File: config.mk
export PLATFORM = sky130hd
export DESIGN_NAME = fwd_hazard_scoreboard
export DESIGN_NICKNAME = d
export VERILOG_FILES = /design/src/rtl/fwd_hazard_pkg.sv /design/src/rtl/fwd_src_match.sv /design/src/rtl/fwd_hazard_scoreboard.sv
export SDC_FILE = /design/constraint.sdc
export NUM_CORES = 1
export LEC_CHECK = 0
export BUFFER_PORTS_ARGS = -buffer_cell sky130_fd_sc_hd__buf_4
export CORE_MARGIN = 1.5
export CORE_UTILIZATION = 30
export CTS_CLUSTER_DIAMETER = 120
export CTS_CLUSTER_SIZE = 10
export DETAILED_ROUTE_END_ITERATION = 7
export MAX_ROUTING_LAYER = met4
export SKIP_CTS_REPAIR_TIMING = 1
export SYNTH_ARGS = -nofsm -noshare
export SYNTH_HDL_FRONTEND = slang
export SYNTH_SLANG_ARGS = --single-unit
File: constraint.sdc
create_clock -name clk -period 5 [get_ports clk]
set_input_delay 1 -clock clk [delete_from_list [all_inputs] [get_ports clk]]
set_output_delay 1 -clock clk [all_outputs]
set_load 0.005 [all_outputs]
File: src/rtl/fwd_hazard_pkg.sv
// Shared types and helpers for the forwarding/hazard scoreboard.
package fwd_hazard_pkg;

    // Widest register address the scoreboard entries can hold.
    localparam int SB_RD_W    = 8;
    localparam int FWD_SEL_RF = 0;

    typedef struct packed {
        logic               we;
        logic [SB_RD_W-1:0] rd;
        logic               is_load;
    } sb_entry_t;

    localparam sb_entry_t SB_BUBBLE = '0;

    function automatic int sel_width(input int depth);
        return $clog2(depth + 1);
    endfunction

endpackage

File: src/rtl/fwd_src_match.sv
// Priority match of one source operand against every scoreboard entry;
// the youngest (lowest index) writer wins.
module fwd_src_match
    import fwd_hazard_pkg::*;
#(
    parameter int REG_ADDR_W = 5,
    parameter int DEPTH      = 2,
    parameter int LOAD_LAT   = 1,
    parameter int SEL_W      = sel_width(DEPTH)
) (
    input  sb_entry_t [DEPTH-1:0]      sb_i,
    input  logic      [REG_ADDR_W-1:0] src_i,
    output logic                       hit_o,
    output logic      [SEL_W-1:0]      stage_o,
    output logic                       hazard_o
);

    always_comb begin
        hit_o    = 1'b0;
        stage_o  = '0;
        hazard_o = 1'b0;
        // Walk oldest to youngest so the youngest match overrides.
        for (int k = DEPTH - 1; k >= 0; k--) begin
            if (sb_i[k].we && (sb_i[k].rd == SB_RD_W'(src_i)) && (src_i != '0)) begin
                hit_o    = 1'b1;
                stage_o  = SEL_W'(k + 1);
                hazard_o = sb_i[k].is_load && ((k + 1) <= LOAD_LAT);
            end
        end
    end

endmodule

File: src/rtl/fwd_hazard_scoreboard.sv
// Scoreboard-based forwarding select and load-use stall unit.
// Optional performance counters are enabled with FWD_HAZARD_PERF_EN.
module fwd_hazard_scoreboard
    import fwd_hazard_pkg::*;
#(
    parameter int REG_ADDR_W = 5,
    parameter int NUM_SRC    = 2,
    parameter int DEPTH      = 2,
    parameter int LOAD_LAT   = 1,
    parameter int SEL_W      = sel_width(DEPTH)
) (
    input  logic                          clk,
    input  logic                          reset,
    input  logic                          id_valid,
    input  logic                          id_we,
    input  logic [REG_ADDR_W-1:0]         id_rd,
    input  logic                          id_is_load,
    input  logic [NUM_SRC*REG_ADDR_W-1:0] id_src,
    input  logic                          flush,
    output logic                          stall,
    output logic                          issue,
    output logic [NUM_SRC*SEL_W-1:0]      fwd_sel
`ifdef FWD_HAZARD_PERF_EN
    ,
    output logic [31:0]                   perf_stall_cnt,
    output logic [31:0]                   perf_fwd_cnt
`endif
);

    if (REG_ADDR_W > SB_RD_W) begin : g_width_check
        $error("REG_ADDR_W exceeds scoreboard rd width");
    end

    sb_entry_t [DEPTH-1:0]              sb_q, sb_d;
    logic      [NUM_SRC-1:0]            hit, hazard;
    logic      [NUM_SRC-1:0][SEL_W-1:0] stage;
    logic      [NUM_SRC-1:0][SEL_W-1:0] fwd_sel_q, fwd_sel_d;

    for (genvar i = 0; i < NUM_SRC; i++) begin : g_src
        fwd_src_match #(
            .REG_ADDR_W (REG_ADDR_W),
            .DEPTH      (DEPTH),
            .LOAD_LAT   (LOAD_LAT),
            .SEL_W      (SEL_W)
        ) u_match (
            .sb_i     (sb_q),
            .src_i    (id_src[i*REG_ADDR_W +: REG_ADDR_W]),
            .hit_o    (hit[i]),
            .stage_o  (stage[i]),
            .hazard_o (hazard[i])
        );
    end

    assign stall = id_valid & ~flush & (|hazard);
    assign issue = id_valid & ~stall & ~flush;

    always_comb begin
        sb_d    = sb_q;
        sb_d[0] = SB_BUBBLE;
        if (issue) begin
            sb_d[0].we      = id_we;
            sb_d[0].rd      = SB_RD_W'(id_rd);
            sb_d[0].is_load = id_is_load;
        end
        // Flush kills the EX instruction before it can shift into stage 1.
        for (int k = 1; k < DEPTH; k++) begin
            sb_d[k] = (k == 1 && flush) ? SB_BUBBLE : sb_q[k-1];
        end
    end

    always_comb begin
        fwd_sel_d = '0;
        for (int i = 0; i < NUM_SRC; i++) begin
            fwd_sel_d[i] = (issue && hit[i]) ? stage[i] : SEL_W'(FWD_SEL_RF);
        end
    end

    always_ff @(posedge clk) begin
        if (reset) begin
            sb_q      <= '0;
            fwd_sel_q <= '0;
        end else begin
            sb_q      <= sb_d;
            fwd_sel_q <= fwd_sel_d;
        end
    end

    assign fwd_sel = fwd_sel_q;

`ifdef FWD_HAZARD_PERF_EN
    localparam int CNT_W = $clog2(NUM_SRC + 1);

    logic [31:0]      perf_stall_cnt_q, perf_stall_cnt_d;
    logic [31:0]      perf_fwd_cnt_q, perf_fwd_cnt_d;
    logic [CNT_W-1:0] fwd_nz;
    logic [32:0]      fwd_sum;

    always_comb begin
        fwd_nz = '0;
        for (int i = 0; i < NUM_SRC; i++) begin
            if (fwd_sel_d[i] != '0) fwd_nz = fwd_nz + CNT_W'(1);
        end
        fwd_sum          = {1'b0, perf_fwd_cnt_q} + 33'(fwd_nz);
        perf_fwd_cnt_d   = fwd_sum[32] ? 32'hFFFF_FFFF : fwd_sum[31:0];
        perf_stall_cnt_d = perf_stall_cnt_q;
        if (stall && perf_stall_cnt_q != 32'hFFFF_FFFF)
            perf_stall_cnt_d = perf_stall_cnt_q + 32'd1;
    end

    always_ff @(posedge clk) begin
        if (reset) begin
            perf_stall_cnt_q <= '0;
            perf_fwd_cnt_q   <= '0;
        end else begin
            perf_stall_cnt_q <= perf_stall_cnt_d;
            perf_fwd_cnt_q   <= perf_fwd_cnt_d;
        end
    end

    assign perf_stall_cnt = perf_stall_cnt_q;
    assign perf_fwd_cnt   = perf_fwd_cnt_q;
`endif

endmodule

==> run_results.csv, run 1 <==
group,metric,value,unit
logic_synthesis,synth_area,813,sq um
timing,worst_pin_slew,0.626,ns
logic_synthesis,ys_seq_elements,17,
worst_setup_path,cp_max_fo,9,
place,place_inst,137,
route,viasPerCell,4.50,
worst_setup_path,crit_required,4.00,ns
die,core,2520,sq um
worst_setup_path,slowest_delay,0.53,ns
worst_setup_path,arrival,2.52,ns
logic_synthesis,seq_area_frac_synth,41.8,%
global_routing,track_usage,13.3,%
run_status,outcome,"completed",
timing,slew_violations,0,
worst_setup_path,critical_path_class,"input port to output port",
die,start_util,32.2,%
route,final_antenna_net_count,0,
clock_network,cts_tree,"done",
worst_setup_path,worstPathCellList,"buf_4 -> or4_1 -> nor2_2 -> nor4_2 -> o21a_1 -> nor2b_4 -> buf_4",
power,leakagePower,0.431,nW
logic_synthesis,synth_cell_type_count,20,
timing,fin_hold_ws,0.463,ns
logic_synthesis,synth_cells,83,
clock_network,clock_latency,0.28,ns
timing,period_share,70.4,%
logic_synthesis,ys_warn_count,0,
timing,finalHoldViolations,0,
timing,finClkSkew,0.000912,ns
die,die_h,55.1,microns
die,fp.dieW,55.1,microns
cells_and_area,area_growth,30.2,%
route,routed_wl,1.61,mm
logic_synthesis,yosys.area.top_type,"dfxtp_1",
global_routing,antenna_found_initial,0,
clock_network,root_buffer,"clkbuf_4",
logic_synthesis,yosysTopAreaCellShare,41.8,%
timing,setup-violations-final,0,
cells_and_area,final_common_cell,"buf_4",
cells_and_area,diodes,0,
route,drt_first_pass_iters,3,
route,num_vias,635,
place,io_buffers,26,
die,die_area,3030,sq um
timing,grt_setup_unrepaired,"no",
place,dp_hpwl,1.36,mm
global_routing,grt_pass1_wl,2.68,mm
logic_synthesis,synthTopCellsByArea,"dfxtp_1 (42%), xnor2_1 (13%), xor2_1 (8.6%)",
hold_path,hold_class,"flip-flop to flip-flop",
timing,finalSetupTns,0,ns
clock_network,cts_sinks,17,
route,drc_errors,0,
place,gp_congestion,0.766,
clock_network,htree_levels,1,
worst_setup_path,endpoint_kind,"output port",
global_routing,grt_max_degree,12,
route,drt_iter0_drc,3,
timing,max_freq,0.284,GHz
worst_setup_path,cp-start-kind,"input port",
global_routing,grt_overflow,0,
global_routing,grt_pass1_vias,647,
worst_setup_path,worst_path_most_repeated_cell,"buf_4",
cells_and_area,final_nets,133,
power,ir_worst_vdd,0.127,mV
cells_and_area,final_cell_mix,"buf_4 (26), dfxtp_1 (17), xnor2_1 (12)",
clock_network,cts.path.max_buffers,2,
power,total_power,244,uW
route,wl_per_cell,11.4,microns
cells_and_area,instances_no_fill,141,
logic_synthesis,syn_nets,104,
flow_run,cap_violations,0,
worst_setup_path,cp_slowest_cell,"or4_1",
clock_network,cts_buffers,3,
power,p_per_area,230,nW/um^2
die,num_rows,18,
timing,slew_headroom,58.1,%
logic_synthesis,avgSynthCellArea,9.80,sq um
die,ios,27,
cells_and_area,drive_above_1_share,39.6,%
clock_network,clkSlewWorstSetupHoldPaths,0.10,ns
timing,period_needed,3.52,ns
==> state kept, by name, indices dropped and copies added (netlist names) <==
signal and flops:
sb_q 13, fwd_sel 4
==> final timing paths <==
path / to / start / slack (ns) / cells past startpoint
setup / recovery: stall / id_src[2] / 1.48 / 7
hold / removal: fwd_sel[3] / sb_q[19] / 0.46 / 2
hold reg to reg: fwd_sel[3] / sb_q[19] / 0.46 / 2
setup reg to reg: sb_q[4] / sb_q[3] / 3.39 / 5
==> cells in the mapped netlist (all sizes together) <==
master   number
a2111oi       2
and2          6
and3b         2
buf           1
clkbuf        1
dfxtp        17
nand2         7
nand2b        1
nand3         4
nand4         2
nor2         12
nor2b         1
nor3          2
nor4          2
o21a          1
or4           2
xnor2        12
xor2          8
==> per-layer routing <==
metal	up-vias	part of all wire (%)	GRT usage, %	wire (microns)
li1	334	-	-	-
met1	277	43	15.7	689
met2	20	50	21.2	813
met3	4	5.2	3.23	83
met4	0	1.6	6.10	25
met5	-	0	-	0
==> power by group <==
part | switching [mW] | internal, mW
sequential | 0.00185 | 0.137
combinational | 0.0143 | 0.0191
clock | 0.0414 | 0.0297
total | 0.0576 | 0.186
==> cells by family (layout without fill, tap and decap cells) <==
family / Yosys count / in the layout / share of synthesized area [%]
AO/OA/AOI/OAI: 3 / 3 / 3.39
AND/OR/NAND/NOR: 41 / 41 / 31.4
flip-flops: 17 / 17 / 41.8
buffers and inverters: 2 / 30 / 1.85
XOR/XNOR: 20 / 20 / 21.5
==> critical path: cells and delay by family <==
family                 cells  cell delay [ns]
buffers and inverters      2             0.25
AOI/OAI and AO/OA          1             0.34
and+or+nand+nor            4             0.93
==> per-stage QoR <==
stage	setup slack (ns)	area, sq um	utilization (%)
2_1_floorplan	1.84	813	-
3_3_place_gp	1.48	1030	40.9
3_5_place_dp	1.46	1030	40.9
4_1_cts	1.46	1060	42.0
5_1_grt	1.29	1060	42.0
6_report	1.48	1060	42.0
==> final cells by class <==
type                    count  area (sq um)
fillers                   267          1460
multi-input cells          64           458
flip-flops and latches     17           340
repair buffers             26           195
well taps                  30          37.5
clock buffers               3          22.5
clock inverters             1          5.00
Power figures use the tool's default switching activity.
==> run 2, diff against run 1 <==
- clock period: 5 -> 3.1 ns (I/O delays scaled with it)
==> run_results.csv, run 2 (synthesis results as in run 1) <==
group,metric,value,unit
timing,setup_ws,0.329,ns
power,p_per_area,378,nW/um^2
place,dp_hpwl,1.40,mm
worst_setup_path,r2r-start,"sb_q[1]",
worst_setup_path,startpoint,"id_src[2]",
cells_and_area,diodes,0,
power,clock_power_share,30.6,%
route,routed_wl,1.67,mm
worst_setup_path,endpoint_kind,"output port",
hold_path,hp-start,"sb_q[19]",
global_routing,grt_overflow,0,
global_routing,track_usage,13.1,%
die,num_rows,18,
die,die_area,3030,sq um
place,gp_congestion,0.725,
worst_setup_path,crit_required,2.48,ns
die,core,2520,sq um
timing,slew_violations,0,
route,drc_errors,0,
power,power.internal,301,uW
clock_network,clock_latency,0.29,ns
clock_network,clkSlewWorstSetupHoldPaths,0.11,ns
global_routing,grt_pass1_vias,626,
power,p_sw_share,24.9,%
worst_setup_path,cp_max_fo,9,
die,fp.dieW,55.1,microns
timing,period_needed,2.77,ns
cells_and_area,final_common_cell,"buf_4",
worst_setup_path,cp-start-kind,"input port",
power,power_frac_seq,56.0,%
timing,finalHoldViolations,0,
cells_and_area,largest-register,"sb_q",
route,drt_first_pass_iters,2,
place,dpl_worst_slack,0.307,ns
die,ios,27,
power,power_frac_comb,13.4,%
clock_network,htree_levels,1,
clock_network,cts.path.max_buffers,2,
flow_run,cap_violations,0,
hold_path,hold_class,"flip-flop to flip-flop",
timing,fin_hold_ws,0.473,ns
worst_setup_path,arrival,2.15,ns
timing,slew_headroom,56.5,%
global_routing,antenna_found_initial,0,
clock_network,cts_sinks,17,
cells_and_area,final_cell_mix,"buf_4 (26), dfxtp_1 (17), xnor2_1 (12)",
clock_network,cts_buffers,3,
power,power_switching,100,uW
timing,worst_pin_slew,0.650,ns
die,start_util,32.2,%
run_status,outcome,"completed",
timing,setup-violations-final,0,
cells_and_area,area_growth,30.5,%
cells_and_area,final_nets,133,
clock_network,cts_tree,"done",
route,final_antenna_net_count,0,
cells_and_area,largest_register_ffs,13,
worst_setup_path,critical_path_class,"input port to output port",
timing,finalSetupTns,0,ns
cells_and_area,final_design_area_no_fill,1060,sq um
route,wl_per_cell,11.8,microns
power,ir_worst_vdd,0.192,mV
route,viasPerCell,4.62,
global_routing,grt_pass1_wl,2.68,mm
route,drt_iter0_drc,2,
timing,max_freq,0.361,GHz
timing,grt_setup_unrepaired,"no",
global_routing,grt_max_degree,12,
clock_network,root_buffer,"clkbuf_4",
route,num_vias,651,
die,die_h,55.1,microns
timing,period_share,89.4,%
cells_and_area,drive_above_1_share,39.6,%
timing,finClkSkew,0.00301,ns
place,io_buffers,26,
place,dpl_cell_area,1030,sq um
power,leakagePower,0.427,nW
-- run 2: changes by cell type in the layout (fill, tap and decap cells not counted) --
cell / previous run / this run
clkinv_2: 1 / 0
clkinvlp_4: 0 / 1
-- run 2: routing by layer --
metal / GRT usage (%) / vias up / part of all wire [%]
met5: - / - / 0
met4: 6.10 / 0 / 1.7
met3: 3.23 / 5 / 5.4
met2: 21.0 / 21 / 50
met1: 15.4 / 295 / 43
li1: - / 330 / -
-- run 2: power groups by stage --
stage / combinational (mW) / clock (mW) / sequential (mW)
2_1_floorplan: 0.0237 / 0 / 0.229
5_1_grt: 0.0586 / 0.137 / 0.225
6_report: 0.0538 / 0.123 / 0.225
3_3_place_gp: 0.0539 / 0 / 0.230
3_5_place_dp: 0.0546 / 0 / 0.230
4_1_cts: 0.0549 / 0.127 / 0.225
-- run 2: cell type report --
class | instances | area, sq um
clock buffer | 3 | 22.5
multi-input combinational | 64 | 458
sequential | 17 | 340
fill | 249 | 1460
clock inverter | 1 | 7.51
timing repair buffer | 26 | 195
tap | 30 | 37.5
-- run 2: path summary, 6_finish.rpt --
| kind | end | slack [ns] | depth (start not counted) |
|---|---|---|---|
| setup / recovery | stall | 0.33 | 7 |
| hold / removal | fwd_sel[1] | 0.47 | 2 |
| setup reg to reg | sb_q[4] | 1.45 | 5 |
| hold reg to reg | fwd_sel[1] | 0.47 | 2 |
-- run 2: through the flow --
| stage | std cells | util [%] | total power [mW] |
|---|---|---|---|
| after detailed placement | 137 | 40.9 | 0.284 |
| final | 141 | 42.1 | 0.402 |
| after CTS | 141 | 42.1 | 0.407 |
| after global routing | 141 | 42.1 | 0.421 |
| after global placement | 137 | 40.9 | 0.284 |
| after floorplan | 83 | - | 0.253 |
-- run 2: critical path, cell delays in order --
cell and delay (ns):
buf_4 0.12, or4_1 0.53, nor2_2 0.13, nor4_2 0.08
o21a_1 0.34, nor2b_4 0.19, buf_4 0.13
